## src/rtl/alu_dsp48.sv

```systemverilog
// Two-stage DSP48E2-style ALU: W/X/Y/Z operand muxes, ALUMODE function,
// plus a set-compare post-stage for SEQ/SLTU/SLTS.
module alu_dsp48 #(
  parameter int WIDTH = 16
) (
  input  logic             clock,
  input  logic             reset,
  input  logic [WIDTH-1:0] in0,
  input  logic [WIDTH-1:0] in1,
  input  logic             carryin,
  input  logic [8:0]       opmode,
  input  logic [3:0]       alumode,
  input  logic [1:0]       setinst,
  input  logic             valid_in,
  output logic [WIDTH-1:0] out,
  output logic             carryout,
  output logic             valid_out
);

  logic [WIDTH-1:0] r_in0;
  logic [WIDTH-1:0] r_in1;
  logic             r_cin;
  logic [8:0]       r_opmode;
  logic [3:0]       r_alumode;
  logic [1:0]       r_setinst;
  logic             r_v1;

  logic [WIDTH-1:0] r_out;
  logic             r_cout;
  logic             r_v2;

  logic [WIDTH-1:0] w_x;
  logic [WIDTH-1:0] w_y;
  logic [WIDTH-1:0] w_z;
  logic             w_y_ones;
  logic [WIDTH:0]   w_sum;
  logic [WIDTH+1:0] w_rhs;
  logic [WIDTH-1:0] w_diff;
  logic             w_borrow;
  logic [WIDTH-1:0] w_p;
  logic             w_c;
  logic             w_ovf;
  logic [WIDTH-1:0] w_out;

  always_ff @(posedge clock) begin
    if (reset) begin
      r_in0     <= '0;
      r_in1     <= '0;
      r_cin     <= 1'b0;
      r_opmode  <= '0;
      r_alumode <= '0;
      r_setinst <= '0;
      r_v1      <= 1'b0;
    end else begin
      r_in0     <= in0;
      r_in1     <= in1;
      r_cin     <= carryin;
      r_opmode  <= opmode;
      r_alumode <= alumode;
      r_setinst <= setinst;
      r_v1      <= valid_in;
    end
  end

  // W is tied off and opmode[8:7] has no effect.
  assign w_x      = (r_opmode[1:0] == 2'b11) ? r_in1 : '0;
  assign w_y_ones = (r_opmode[3:2] == 2'b10);
  assign w_y      = w_y_ones ? '1 : '0;
  assign w_z      = (r_opmode[6:4] == 3'b011) ? r_in0 : '0;

  assign w_sum = {1'b0, w_z} + {1'b0, w_x} + {1'b0, w_y}
               + {{WIDTH{1'b0}}, r_cin};

  // Subtrahend kept wide so the borrow is exact even when X+Y+CIN overflows.
  assign w_rhs = {2'b00, w_x} + {2'b00, w_y}
               + {{(WIDTH+1){1'b0}}, r_cin};
  assign w_borrow = ({2'b00, w_z} < w_rhs);
  assign w_diff   = w_z - w_rhs[WIDTH-1:0];

  always_comb begin
    w_p = '0;
    w_c = 1'b0;
    case (r_alumode)
      4'b0000: begin
        w_p = w_sum[WIDTH-1:0];
        w_c = w_sum[WIDTH];
      end
      4'b0011: begin
        w_p = w_diff;
        w_c = w_borrow;
      end
      4'b1100: w_p = w_y_ones ? (w_x | w_z) : (w_x & w_z);
      4'b0100: w_p = w_y_ones ? ~(w_x ^ w_z) : (w_x ^ w_z);
      default: begin
        w_p = '0;
        w_c = 1'b0;
      end
    endcase
  end

  assign w_ovf = (w_z[WIDTH-1] != w_x[WIDTH-1])
              && (w_p[WIDTH-1] != w_z[WIDTH-1]);

  always_comb begin
    w_out = '0;
    unique case (r_setinst)
      2'b00: w_out = w_p;
      2'b01: w_out[0] = (w_p == '0);
      2'b10: w_out[0] = w_borrow;
      2'b11: w_out[0] = w_p[WIDTH-1] ^ w_ovf;
      default: w_out = '0;
    endcase
  end

  always_ff @(posedge clock) begin
    if (reset) begin
      r_out  <= '0;
      r_cout <= 1'b0;
      r_v2   <= 1'b0;
    end else begin
      r_out  <= w_out;
      r_cout <= w_c;
      r_v2   <= r_v1;
    end
  end

  assign out       = r_out;
  assign carryout  = r_cout;
  assign valid_out = r_v2;

endmodule

```

## config.mk

```make
export PLATFORM = sky130hd
export DESIGN_NAME = alu_dsp48
export DESIGN_NICKNAME = d
export VERILOG_FILES = /design/src/rtl/alu_dsp48.sv
export SDC_FILE = /design/constraint.sdc
export NUM_CORES = 1
export LEC_CHECK = 0
export ABC_AREA = 1
export BUFFER_PORTS_ARGS = -buffer_cell sky130_fd_sc_hd__buf_2
export CAP_MARGIN = 25
export CORE_UTILIZATION = 50
export DETAILED_ROUTE_END_ITERATION = 10
export PLACE_DENSITY = 0.7
export SLEW_MARGIN = 25
export SYNTH_ARGS = -nofsm -noshare
export SYNTH_HDL_FRONTEND = slang
export SYNTH_SLANG_ARGS = --single-unit
```

## constraint.sdc

```tcl
create_clock -name clock -period 9.2 [get_ports clock]
set_input_delay 0.46 -clock clock [delete_from_list [all_inputs] [get_ports clock]]
set_output_delay 0.46 -clock clock [all_outputs]
set_load 0.005 [all_outputs]
```

# Yosys cells after proc, flatten, opt, wreduce, memory -nomap -nowiden
# Cells that the tools add are included.
[totals] ff_bits=65 elab_cells=48 inputBits=51 out_inout_bits=18
[classes] muxes=8 reduce_logical=5 add_sub_neg=6 n_lt_le_gt_ge=1 bitwise=6 n_eq_ne=11
[op_table] cell="16-bit two-way mux" count=5
[op_table] cell="16-bit one-hot mux with 4 select lines" count=1
[op_table] cell="16-bit by 16-bit adder with 17-bit output" count=2
[op_table] cell="17-bit by 1-bit adder with 18-bit output" count=1
[op_table] cell="16-bit by 18-bit < comparator with 1-bit output" count=1
[op_table] cell="17-bit by 1-bit adder with 17-bit output" count=1
[op_table] cell="17-bit by 16-bit adder with 17-bit output" count=1
[op_table] cell="16-bit bitwise AND" count=1
[op_table] cell="16-bit zero test" count=1
[op_table] cell="16-bit inverter" count=1
[op_table] cell="16-bit OR" count=1
[op_table] cell="16-bit subtractor" count=1
[op_table] cell="16-bit XOR" count=1
[op_table] cell="2-bit equality test, second input constant" count=4
[op_table] cell="4-bit by 2-bit equality test with 1-bit output, second input constant" count=1
[op_table] cell="4-bit by 3-bit equality test with 1-bit output, second input constant" count=1
[op_table] cell="4-bit equality test, second input constant" count=1
[op_table] cell="4-bit zero test" count=1
[op_table] cell="1-bit one-hot mux with 4 select lines" count=1
[op_table] cell="3-bit by 2-bit equality test with 1-bit output, second input constant" count=1
[op_table] cell="2-bit by 1-bit equality test with 1-bit output, second input constant" count=1
[op_table] cell="2-bit zero test" count=1
[op_table] cell="1-bit != test" count=2
[op_table] cell="1-bit one-hot mux with 2 select lines" count=1
[op_table] cell="other kinds (4)" count=4

# Depth between registers and ports, before layout
[logic_depth] depth_word=10 ltp_mapped=33 depth_no_buf=31

# Worst setup path before layout
# OpenSTA, ideal clock, no wires.
[synth_timing] path_kind="flip-flop to flip-flop" startpoint="reg r_opmode[3]" endpoint="reg r_out[0] (netlist: out[0])" setup_time_ns=0.070 period_less_slack_ns=4.005 path_buffers=2 path_slack_ns=5.195 path_stages_with_launch=33 t_arrival_ns=3.935 required_time_ns=9.130 path_cell_list="dfxtp_1 -> inv_2 -> nor2_4 -> buf_6 -> buf_6 -> xor2_1 -> ha_1 -> a21oi_1 -> inv_1 -> fa_1 -> nand3_1 -> nand3_1 -> nand2_1 -> nand3_1 -> nand2_1 -> nand2_1 -> nand3_1 -> nand2_1 -> xor2_1 -> ha_1 -> nand2_1 -> inv_1 -> nand2_1 -> nand2_1 -> a21oi_1 -> nand3b_1 -> nand2_1 -> nor2_1 -> nor2_1 -> nand2_1 -> nor2_1 -> nand3_1 -> a21oi_1"
[synth_between] elab_chain_cells=10 word_cells_on_any_way=16 cone_classes="5 x add/sub; 1 x order compare; 2 x eq/ne; 5 x mux; 1 x bitwise; 2 x reduce/logical"
[synth_rtl] item="start, declared" line_no="23" rtl="logic [8:0] r_opmode;"
[synth_rtl] item="start signal, assigned" line_no="58" rtl="r_opmode <= opmode;"
[synth_rtl] item="2-bit equality test *" line_no="67" rtl="assign w_y_ones = (r_opmode[3:2] == 2'b10);"
[synth_rtl] item="16-bit two-way mux" line_no="68" rtl="assign w_y = w_y_ones ? '1 : '0;"
[synth_rtl] item="16-bit by 16-bit adder with 17-bit output" line_no="75" rtl="assign w_rhs = {2'b00, w_x} + {2'b00, w_y}"
[synth_rtl] item="17-bit by 1-bit adder with 18-bit output" line_no="76" rtl="+ {{(WIDTH+1){1'b0}}, r_cin};"
[synth_rtl] item="16-bit subtractor" line_no="78" rtl="assign w_diff = w_z - w_rhs[WIDTH-1:0];"
[synth_rtl] item="16-bit one-hot mux with 4 select lines" line_no="83" rtl="case (r_alumode)"
[synth_rtl] item="1-bit != test" line_no="102" rtl="&& (w_p[WIDTH-1] != w_z[WIDTH-1]);"
[synth_rtl] item="1-bit logical AND" line_no="102"
[synth_rtl] item="1-bit XOR" line_no="110" rtl="2'b11: w_out[0] = w_p[WIDTH-1] ^ w_ovf;"
[synth_rtl] item="1-bit one-hot mux with 4 select lines *" line_no="106" rtl="unique case (r_setinst)"
[synth_rtl] item="end signal, assigned" line_no="121" rtl="r_out <= w_out;"
[synth_rtl] item="end, declared" line_no="28" rtl="logic [WIDTH-1:0] r_out;"
# Mark *: on every way between the ends. The rest lies on a longest branch, timed or not.
# A chain may end at the register's enable or synchronous reset.

# Worst setup path after layout
# Same ends and word-level chain as after synthesis.

==> reports/summary.txt <==
Status -> complete, no violations
Register bit count reported by yosys -> 65
Core footprint -> 12100 um^2
Highest Clock Rate -> 208 MHz
GRT overflow -> 0
Chip height -> 114 um
Grt met2 use -> 35.8%
Sequential area share after synthesis -> 20.9%
Crit path top cell by count -> nand2_1
Synth Warn # -> 0
Reg2Reg Setup Slack -> 4.40 ns
Synth unique cells -> 41
Die Wd -> 114 um
Vias in the first global route -> 5076
H-tree depth -> 3
Min Tclk post-route -> 4.80 ns
Final setup TNS -> 0 ns
Port Buffers -> 66
Filler Cell Count -> 1204
Fin util -> 58.2%
CTS root buf -> clkbuf_16
Crit-path slowest cell -> buf_4
Largest net degree at the start of global routing -> 61
Sequential cell area -> 1300 um^2
Setup WS post-layout -> 4.40 ns
Crit-path leading delay family -> simple AND/OR/NAND/NOR gates
Initial Util -> 51.5%
Area leader, netlist -> dfxtp_1
Commonest cells in the netlist -> nand2_1, inv_1, nor2_1
Worst Reg-to-Reg Cells -> 30
Detailed placement HPWL -> 11.6 mm
Final hold vios -> 0
Post-Layout Inst Area -> 7020 um^2
# Post-CTS Setup Buffers -> 0
Hold buffer count at CTS -> 0
GRT Total Usage -> 23.5%
First-pass GRT wire length -> 23.6 mm
TritonCTS Buffers -> 9
Final setup fails -> 0
Max-cap viol count -> 0
Worst-path maximum fanout -> 60
Sequential power share -> 36.1%
Initial antenna violation count -> 0
Syn Inst Count -> 984
Post-synth EDFFs -> 0
Clock transition at path regs -> 0.07 ns
Met3 Track Usage GR -> 3.35%
Crit path required time -> 9.42 ns
Switching share of total power -> 28.8%
Met1 usage -> 34.4%
Worst Hold Class -> input port to register
Buf+Inv Stages, Crit Path -> 4
Relative slew slack -> 47.8%
Startpoint type of the worst setup path -> register
Net count, final -> 1197
Ys flop type -> dfxtp_1
Cell area after placement -> 6690 um^2
Leakage -> 0.00440 uW
Crit path kind -> register to register
CTS tree -> built
N_diodes -> 0
IO Count -> 69
Peak supply drop -> 0.0791 mV
Via/cell ratio -> 4.71
Endpoint class of the critical path -> register
Synthesized area per cell -> 6.32 um^2
Cell-internal power -> 592 uW
Per-cell routed wire length -> 11.6 um
Critical Path Stages -> 30
DP Worst Slack -> 4.52 ns
GR peak layer -> met2
Worst hold stages -> 3
Layout cells sized above 1 -> 9.40%
Clk_lat worst skew -> 0.34 ns
DRT antenna net count -> 0
Least-Margin Pin Slew -> 0.780 ns
Ys async rst share -> 0%
Post-Route WL -> 14.2 mm
Starting DRC count in detailed routing -> 282
Tcrit/Tclk final -> 52.2%
Area grow syn2layout -> 13.0%
Area of the multi-input gates -> 4010 um^2
DRC viols -> 0
# resized after CTS -> 0
Sink Count -> 65
Die area -> 12900 um^2
Clock Skew -> 0.0127 ns
P_sw -> 239 uW
CP peak stage delay -> 0.59 ns
Clock network fraction of design power -> 45.1%
Leading post-synthesis cells by cell area -> dfxtp_1, ha_1, nand2_1
Combinational Power Share -> 18.8%
Longest Clk Path Bufs -> 2
GPL Wtd Cong -> 0.907
Worst EP arrival -> 5.02 ns
Pwr Density -> 118 nW/um^2
Rows -> 40
Pins Over Slew Limit -> 0
Share of the synthesized area in the top cell type -> 20.9%
Total number of vias -> 5745
Pre-Repair DR Iteration Count -> 5
Count leader, synth -> nand2_1
Synth Net Count -> 1133
RSZ-0062 raised after global routing -> no
Cell area after synthesis -> 6220 um^2
tightest hold or removal path, cell delays in order:
cell and delay (ns):
buf_2 0.07, inv_1 0.03, nor2_1 0.06
power by group through the flow:
stage                     clock network [uW]  registers [uW]  logic [uW]
after floorplan                            0             305         114
after global placement                     0             306         152
after detailed placement                   0             306         154
after CTS                                383             300         156
after global routing                     397             301         180
final                                    375             300         156
placed cells by master (no fill, tap or decap), drive strengths merged:
master	netlist	final
or2	3	3
a21o	1	1
xor2	11	11
o21ai	20	20
clkbuf	9	9
nand3	75	75
bufinv	0	2
a21oi	47	47
o211ai	1	1
buf	6	68
fa	18	18
a21boi	2	2
and2	3	3
o21bai	7	7
nor2	115	115
a2bb2oi	2	2
clkinvlp	0	1
ha	80	80
inv	221	223
a32oi	1	1
nor3	8	8
clkinv	0	2
o21a	1	1
a211oi	1	1
a22oi	4	4
xnor2	5	5
nand2	262	262
nand3b	4	4
nand4	6	6
dfxtp	65	65
o311ai	1	1
a31oi	5	5
metal layers:
layer  routed length, um  part of all wire [%]
met1                7320                    52
met2                5920                    42
met3                 725                   5.1
met4                 206                   1.5
met5                   0                     0
layout make-up:
class / count / area share (%)
multi-input combinational: 683 / 57.1
sequential: 65 / 18.5
inverter: 221 / 11.8
timing repair buffer: 68 / 4.92
clock buffer: 9 / 3.21
tap: 168 / 2.99
clock inverter: 7 / 1.46
flip-flops by register name, summed over array words and instances (netlist names):
signal     cells
valid_out      1
carryout       1
r_setinst      2
r_alumode      4
r_opmode       7
r_in0         16
r_cin          1
r_v1           1
r_in1         16
out           16
cells by family after synthesis:
family / after synthesis / share of synthesized area, %
and+or+nand+nor: 476 / 31.7
buffers and inverters: 236 / 14.6
adders and majority gates: 98 / 21.9
AOI/OAI and AO/OA: 93 / 8.57
DFF: 65 / 20.9
xor gates and xnor gates: 16 / 2.25
metrics by stage:
step	total power (uW)	hold slack [ns]	instances
final	831	0.318	1221
after global routing	877	0.321	1221
after CTS	838	0.313	1221
after detailed placement	460	0.405	1205
after global placement	458	0.394	1205
after floorplan	419	0.388	984
worst paths after layout:
path,startpoint,endpoint
worst max-delay path,r_opmode[3],out[0]
worst min-delay path,alumode[3],r_alumode[3]
worst max register to register,r_opmode[3],out[0]
worst min register to register,r_v1,valid_out
(Power assumes the default switching activity.)
